`src/rtl/dmem_arbiter_pkg.sv`:
```
// Shared definitions for the data-memory arbiter: access width codes,
// default memory capacity and FSM state encodings.
package dmem_arbiter_pkg;

    localparam logic [1:0] BYTE      = 2'b00;
    localparam logic [1:0] HALF      = 2'b01;
    localparam logic [1:0] WORD      = 2'b10;
    localparam logic [1:0] ILLEGAL_W = 2'b11;

    localparam int DATA_MEM_SIZE = 1024;

    typedef enum logic [1:0] {
        IDLE   = 2'd0,
        ACCESS = 2'd1,
        RESP   = 2'd2
    } state_e;

    // Number of bytes touched by an access of the given width code.
    // The illegal code is reported as 4 so the range check stays conservative.
    function automatic logic [2:0] width_bytes(input logic [1:0] w);
        case (w)
            BYTE:    width_bytes = 3'd1;
            HALF:    width_bytes = 3'd2;
            default: width_bytes = 3'd4;
        endcase
    endfunction

endpackage

```
`src/rtl/dmem_rr_pick.sv`:
```
// Two-way round-robin select: on a tie the port not granted last wins,
// otherwise the sole requester wins.
module dmem_rr_pick (
    input  logic i_req0,
    input  logic i_req1,
    input  logic i_last_grant,
    output logic o_valid,
    output logic o_grant
);

    assign o_valid = i_req0 | i_req1;
    assign o_grant = (i_req0 & i_req1) ? ~i_last_grant : i_req1;

endmodule

```
`src/rtl/dmem_arbiter.sv`:
```
// Arbitrates the core LSU (port 0) and the debug/loader (port 1) onto a
// single data memory. Each transaction is IDLE -> ACCESS -> RESP; illegal
// commands skip ACCESS and answer with err and no memory strobe.
module dmem_arbiter
    import dmem_arbiter_pkg::*;
#(
    parameter int ADDR_WIDTH = 32,
    parameter int MEM_SIZE   = DATA_MEM_SIZE
) (
    input  logic                  clk,
    input  logic                  reset,
    input  logic                  req0,
    input  logic                  req1,
    input  logic                  we0,
    input  logic                  we1,
    input  logic [1:0]            width0,
    input  logic [1:0]            width1,
    input  logic                  sext0,
    input  logic                  sext1,
    input  logic [ADDR_WIDTH-1:0] addr0,
    input  logic [ADDR_WIDTH-1:0] addr1,
    input  logic [31:0]           wdata0,
    input  logic [31:0]           wdata1,
    output logic                  ack0,
    output logic                  ack1,
    output logic                  err,
    output logic [31:0]           rdata,
    output logic                  MemWrite,
    output logic                  MemRead,
    output logic                  SignExtend,
    output logic [1:0]            MemWidth,
    output logic [ADDR_WIDTH-1:0] WriteAddress,
    output logic [ADDR_WIDTH-1:0] Address1,
    output logic [31:0]           WriteData,
    input  logic [31:0]           ReadData1
);

    // One extra bit so addr + bytes cannot wrap before the range compare.
    localparam int AW1 = ADDR_WIDTH + 1;

    state_e                r_state;
    state_e                w_next;
    logic                  r_last_grant;
    logic                  r_grant;
    logic                  r_we;
    logic [1:0]            r_width;
    logic                  r_sext;
    logic [ADDR_WIDTH-1:0] r_addr;
    logic [31:0]           r_wdata;
    logic                  r_err;
    logic [31:0]           r_rdata;

    logic                  w_valid;
    logic                  w_pick;
    logic                  w_we;
    logic [1:0]            w_width;
    logic                  w_sext;
    logic [ADDR_WIDTH-1:0] w_addr;
    logic [31:0]           w_wdata;
    logic [AW1-1:0]        w_end;
    logic                  w_misaligned;
    logic                  w_illegal;
    logic                  w_latch;

    dmem_rr_pick u_pick (
        .i_req0       (req0),
        .i_req1       (req1),
        .i_last_grant (r_last_grant),
        .o_valid      (w_valid),
        .o_grant      (w_pick)
    );

    // Winner's command, selected ahead of the latch.
    assign w_we    = w_pick ? we1    : we0;
    assign w_width = w_pick ? width1 : width0;
    assign w_sext  = w_pick ? sext1  : sext0;
    assign w_addr  = w_pick ? addr1  : addr0;
    assign w_wdata = w_pick ? wdata1 : wdata0;

    assign w_end        = {1'b0, w_addr} + AW1'(width_bytes(w_width));
    assign w_misaligned = ((w_width == HALF) && w_addr[0]) ||
                          ((w_width == WORD) && (w_addr[1:0] != 2'b00));
    assign w_illegal    = (w_width == ILLEGAL_W) || w_misaligned ||
                          (w_end > AW1'(MEM_SIZE));

    assign w_latch = (r_state == IDLE) && w_valid;

    assign err   = r_err;
    assign rdata = r_rdata;

    // State register.
    always_ff @(posedge clk) begin
        if (reset) r_state <= IDLE;
        else       r_state <= w_next;
    end

    // Next state: illegal commands jump straight to RESP.
    always_comb begin
        w_next = r_state;
        case (r_state)
            IDLE:    if (w_valid) w_next = w_illegal ? RESP : ACCESS;
            ACCESS:  w_next = RESP;
            RESP:    w_next = IDLE;
            default: w_next = IDLE;
        endcase
    end

    // Memory strobes only in ACCESS; ack only in RESP, masked by reset so a
    // reset landing in RESP never shows an ack.
    always_comb begin
        MemWrite     = 1'b0;
        MemRead      = 1'b0;
        SignExtend   = 1'b0;
        MemWidth     = 2'b00;
        WriteAddress = '0;
        Address1     = '0;
        WriteData    = '0;
        ack0         = 1'b0;
        ack1         = 1'b0;
        case (r_state)
            ACCESS: begin
                MemWrite     = r_we;
                MemRead      = ~r_we;
                SignExtend   = r_sext;
                MemWidth     = r_width;
                WriteAddress = r_addr;
                Address1     = r_addr;
                WriteData    = r_wdata;
            end
            RESP: begin
                ack0 = ~reset & ~r_grant;
                ack1 = ~reset &  r_grant;
            end
            default: ;
        endcase
    end

    // Command latch at grant time and read-data capture at the end of ACCESS.
    always_ff @(posedge clk) begin
        if (reset) begin
            r_last_grant <= 1'b1;
            r_grant      <= 1'b0;
            r_we         <= 1'b0;
            r_width      <= 2'b00;
            r_sext       <= 1'b0;
            r_addr       <= '0;
            r_wdata      <= '0;
            r_err        <= 1'b0;
            r_rdata      <= '0;
        end else begin
            if (w_latch) begin
                r_grant      <= w_pick;
                r_last_grant <= w_pick;
                r_we         <= w_we;
                r_width      <= w_width;
                r_sext       <= w_sext;
                r_addr       <= w_addr;
                r_wdata      <= w_wdata;
                r_err        <= w_illegal;
                r_rdata      <= '0;
            end
            if (r_state == ACCESS) r_rdata <= r_we ? 32'h0 : ReadData1;
        end
    end

endmodule

```
`config.mk`:
```
export PLATFORM = sky130hd
export DESIGN_NAME = dmem_arbiter
export DESIGN_NICKNAME = d
export VERILOG_FILES = /design/src/rtl/dmem_arbiter_pkg.sv /design/src/rtl/dmem_rr_pick.sv /design/src/rtl/dmem_arbiter.sv
export SDC_FILE = /design/constraint.sdc
export NUM_CORES = 1
export LEC_CHECK = 0
export ABC_AREA = 1
export BUFFER_PORTS_ARGS = -buffer_cell sky130_fd_sc_hd__buf_2
export CORE_MARGIN = 5
export CORE_UTILIZATION = 30
export DETAILED_ROUTE_END_ITERATION = 6
export RECOVER_POWER = 25
export SLEW_MARGIN = 10
export SYNTH_ARGS = -nofsm -noshare
export SYNTH_HDL_FRONTEND = slang
export SYNTH_HIERARCHICAL = 1
export SYNTH_SLANG_ARGS = --single-unit
```
`constraint.sdc`:
```
create_clock -name clk -period 6.77 [get_ports clk]
set_input_delay 0.677 -clock clk [delete_from_list [all_inputs] [get_ports clk]]
set_output_delay 0.677 -clock clk [all_outputs]
set_load 0.005 [all_outputs]
```
==> key figures <==
Run status
  • Status: finished with violations
  • Failing checks: max-capacitance violations, max-slew violations

GRT
  • First-pass GRT wire length: around 35 mm
  • Vias in the first global route: about 7,000
  • Grt ovf: 0
  • Initial antenna violation count: 2
  • Gr usage total: about 18%
  • Pin count of the biggest net entering global routing: 86

Layout
  • Antenna cells: 0
  • Nets: roughly 1,500
  • Layout cells sized above 1: 26.6%
  • Final Cell Area: 8130 um2
  • Area delta synth->final: 25.9%
  • Fill cell count: ~2,400

Routing
  • Drc violations: 0
  • Via count: a little over 7,000
  • Via-to-Cell Ratio: between 4 and 5
  • Antenna viol nets, final: 0
  • DR WL/cell: ~14 um
  • First-pass DRT Iterations: 4
  • Drt total wl: around 22 mm
  • Detailed router's first-iteration violation count: approximately 380

Setup path
  • Worst path required time: roughly 6.1 ns
  • Critical path type: primary input to output port
  • Maximum fanout along the worst path: 71
  • CP max-delay cell: inv_1
  • Crit. End Element: output port
  • Worst setup path startpoint: reset
  • Worst path cell trace: clkbuf_1 -> inv_1 -> nand2_1 -> nor2_1 -> buf_2
  • CP Launch Type: primary input
  • Worst r2r src: r_last_grant$_SDFFE_PP1P_
  • Worst EP arrival: 3.88 ns
  • Reg2reg setup slack: between 2 and 2.5 ns
  • Max incr delay on CP: about 1.5 ns

CTS
  • TritonCTS Sinks: about 110
  • TritonCTS Buffers: 9
  • H-tree depth: 3
  • Clk root buf: clkbuf_16
  • Clk slew on worst S/H paths: approximately 0.08 ns
  • Setup Fix Bufs, Post-CTS: 0
  • Clk_lat worst skew: ~0.34 ns
  • Post-CTS Hold Buffers: 0
  • Clock buffer depth: 2
  • CTS tree: done
  • CTS resizes: 0

Placement
  • Detail Placement HPWL: 16.6 mm
  • IO buf count: ~310
  • Placement Cell Area: between 7000 and 8000 um2
  • RD Place Congestion: 0.902

STA
  • Final period utilization: about two thirds
  • Final Hold Fails: 0
  • Final setup fails: 0
  • Fin. max-slew vios: 110
  • Unrepaired setup endpoints after global routing: false
  • Min Hold Slack: between 0.4 and 0.5 ns
  • Relative slew slack: -26.3%
  • F_max: ~220 MHz
  • Worst Max-Slew Pin Slew: 1.89 ns
  • TNS Setup: 0 ns
  • Tmin final: around 4.6 ns
  • Clk_skew: 0.00814 ns

Synthesis
  • Post-synthesis register bit count: about 110
  • Post-synthesis sequential area ratio: roughly a third
  • Synthesized area per cell: between 6 and 7 um2
  • Post-Syn Nets: about 1,200
  • Distinct cells, synth: 33
  • Post-Syn Instances: ~1,000
  • Synth warn: 6
  • Mapped cell area: around 6500 um2

Min path
  • Worst hold path type: register to register
  • Hold Crit Start: r_addr[13]$_SDFFE_PP0P_

Floorplanning
  • Die Height: 157 um
  • I/O pin count: roughly 300
  • Die span in x: about 160 um
  • Core Area: between 20,000 and 25,000 um2
  • Initial Util: roughly 31%
  • # rows: 53
  • Die area: 24,600 um2

Power and ir drop
  • PD cells: roughly 190 nW/um2
  • Leakage: roughly 4.0 nW
  • Worst VDD drop: roughly 120 uV

Flow run
  • MaxCap Viol Count: 2
## cell usage after synthesis
cell type  number  share of area, %
nor3_2          1              0.15
a21oi_1        70               5.4
inv_2           1             0.058
nor3_1          2              0.15
buf_4          34               4.0
o21ai_1         7              0.54
xor2_1          4              0.54
nand2_2        20               1.9
ha_1            3              0.58
buf_2           1             0.077
nand2_1       269                16
o21ai_2         3              0.41
o21ai_0        82               6.4
nor2_1        120               7.0
buf_1           1             0.058
clkbuf_1       50               2.9
nand4_1         9              0.87
dfxtp_1       105                33
or2_1           1             0.097
nand3b_1        4              0.46
nand3_2         4              0.62
fa_1            1              0.31
inv_1         137               8.0
a31oi_1        34               3.3
inv_6           1              0.14
clkinv_1        1             0.058
buf_12          1              0.31
o21bai_1        3              0.35
nor2_4          5              0.87
buf_6           4              0.70
nand3_1        58               4.5
nor2_2          7              0.68
or2_2           5              0.48
## state kept, by name (all words and copies together) (netlist names)
| name | cells |
|---|---|
| r_grant | 1 |
| r_width | 2 |
| r_last_grant | 1 |
| err | 1 |
| r_addr | 32 |
| r_sext | 1 |
| r_state | 2 |
| r_wdata | 32 |
| r_we | 1 |
| rdata | 32 |
## critical path, delay by kind of cell
family | cells | cell delay [ns]
buffers and inverters | 3 | 2.85
AND/OR/NAND/NOR | 2 | 0.34
## layer usage
layer / track usage, % / vias to the layer above / part of all wire (%)
met5: 0 / - / 0.13
met4: 5.62 / 4 / 2.6
met3: 3.82 / 42 / 6.8
met2: 29.6 / 235 / 47
met1: 22.3 / 3188 / 43
li1: - / 3730 / -
## cell usage in the layout (no fill, tap or decap), types with 2 or more instances in the layout
cell	Yosys	routed
nor2_1	120	119
a21oi_1	70	69
nor2_2	7	8
buf_4	34	4
o21bai_1	3	3
clkinv_4	0	2
nor3_1	2	2
nand3_1	58	57
clkbuf_1	50	36
buf_2	1	261
o21ai_0	82	82
nand2_2	20	20
dfxtp_1	105	105
or2_2	5	5
clkbuf_2	0	10
nand3b_1	4	4
nor2_4	5	5
ha_1	3	3
o21ai_1	7	7
nand4_1	9	9
xor2_1	4	4
nand2_1	269	269
clkbuf_16	0	9
inv_1	137	136
nand3_2	4	4
a31oi_1	34	34
o21ai_2	3	3
inv_8	0	3
## kinds of logic after synthesis
kind of cell,share of synthesized area (%)
AO/OA/AOI/OAI,16.4
flip-flops,32.5
adder cells (fa/ha/maj),0.891
buffers and inverters,16.2
XOR/XNOR,0.542
AND/OR/NAND/NOR,33.4
## area by class of cell
class,instances,area [um2],area share (%)
Timing Repair Buffer,311,1520,18.7
Multi-Input combinational cell,712,3340,41.0
Inverter,140,532,6.54
Clock inverter,6,58.8,0.723
Sequential cell,105,2100,25.8
Clock buffer,10,239,2.94
Tap cell,275,344,4.23
## power breakdown
group	switching [mW]	internal, mW	leakage (nW)	total (mW)
clock network	0.257	0.269	0.145	0.526
logic	0.205	0.110	3.01	0.315
registers	0.0170	0.660	0.865	0.677
total	0.478	1.04	4.02	1.52
## metrics by stage
stage	power (mW)	setup slack (ns)	std cells	utilization, %
2_1_floorplan	0.899	3.28	1048	-
3_3_place_gp	1.01	2.10	1543	37.4
3_5_place_dp	1.01	2.00	1543	37.4
4_1_cts	1.55	2.37	1559	38.8
5_1_grt	1.62	1.85	1559	38.6
6_report	1.52	2.21	1559	38.6
## path summary, 6_finish.rpt
kind | cells past startpoint | to
setup / recovery | 5 | ack1
hold / removal | 2 | r_addr[13]$_SDFFE_PP0P_
setup reg to reg | 21 | err$_SDFFE_PP0P_
hold reg to reg | 2 | r_addr[13]$_SDFFE_PP0P_
No activity file was read; power rests on OpenSTA's default activity.
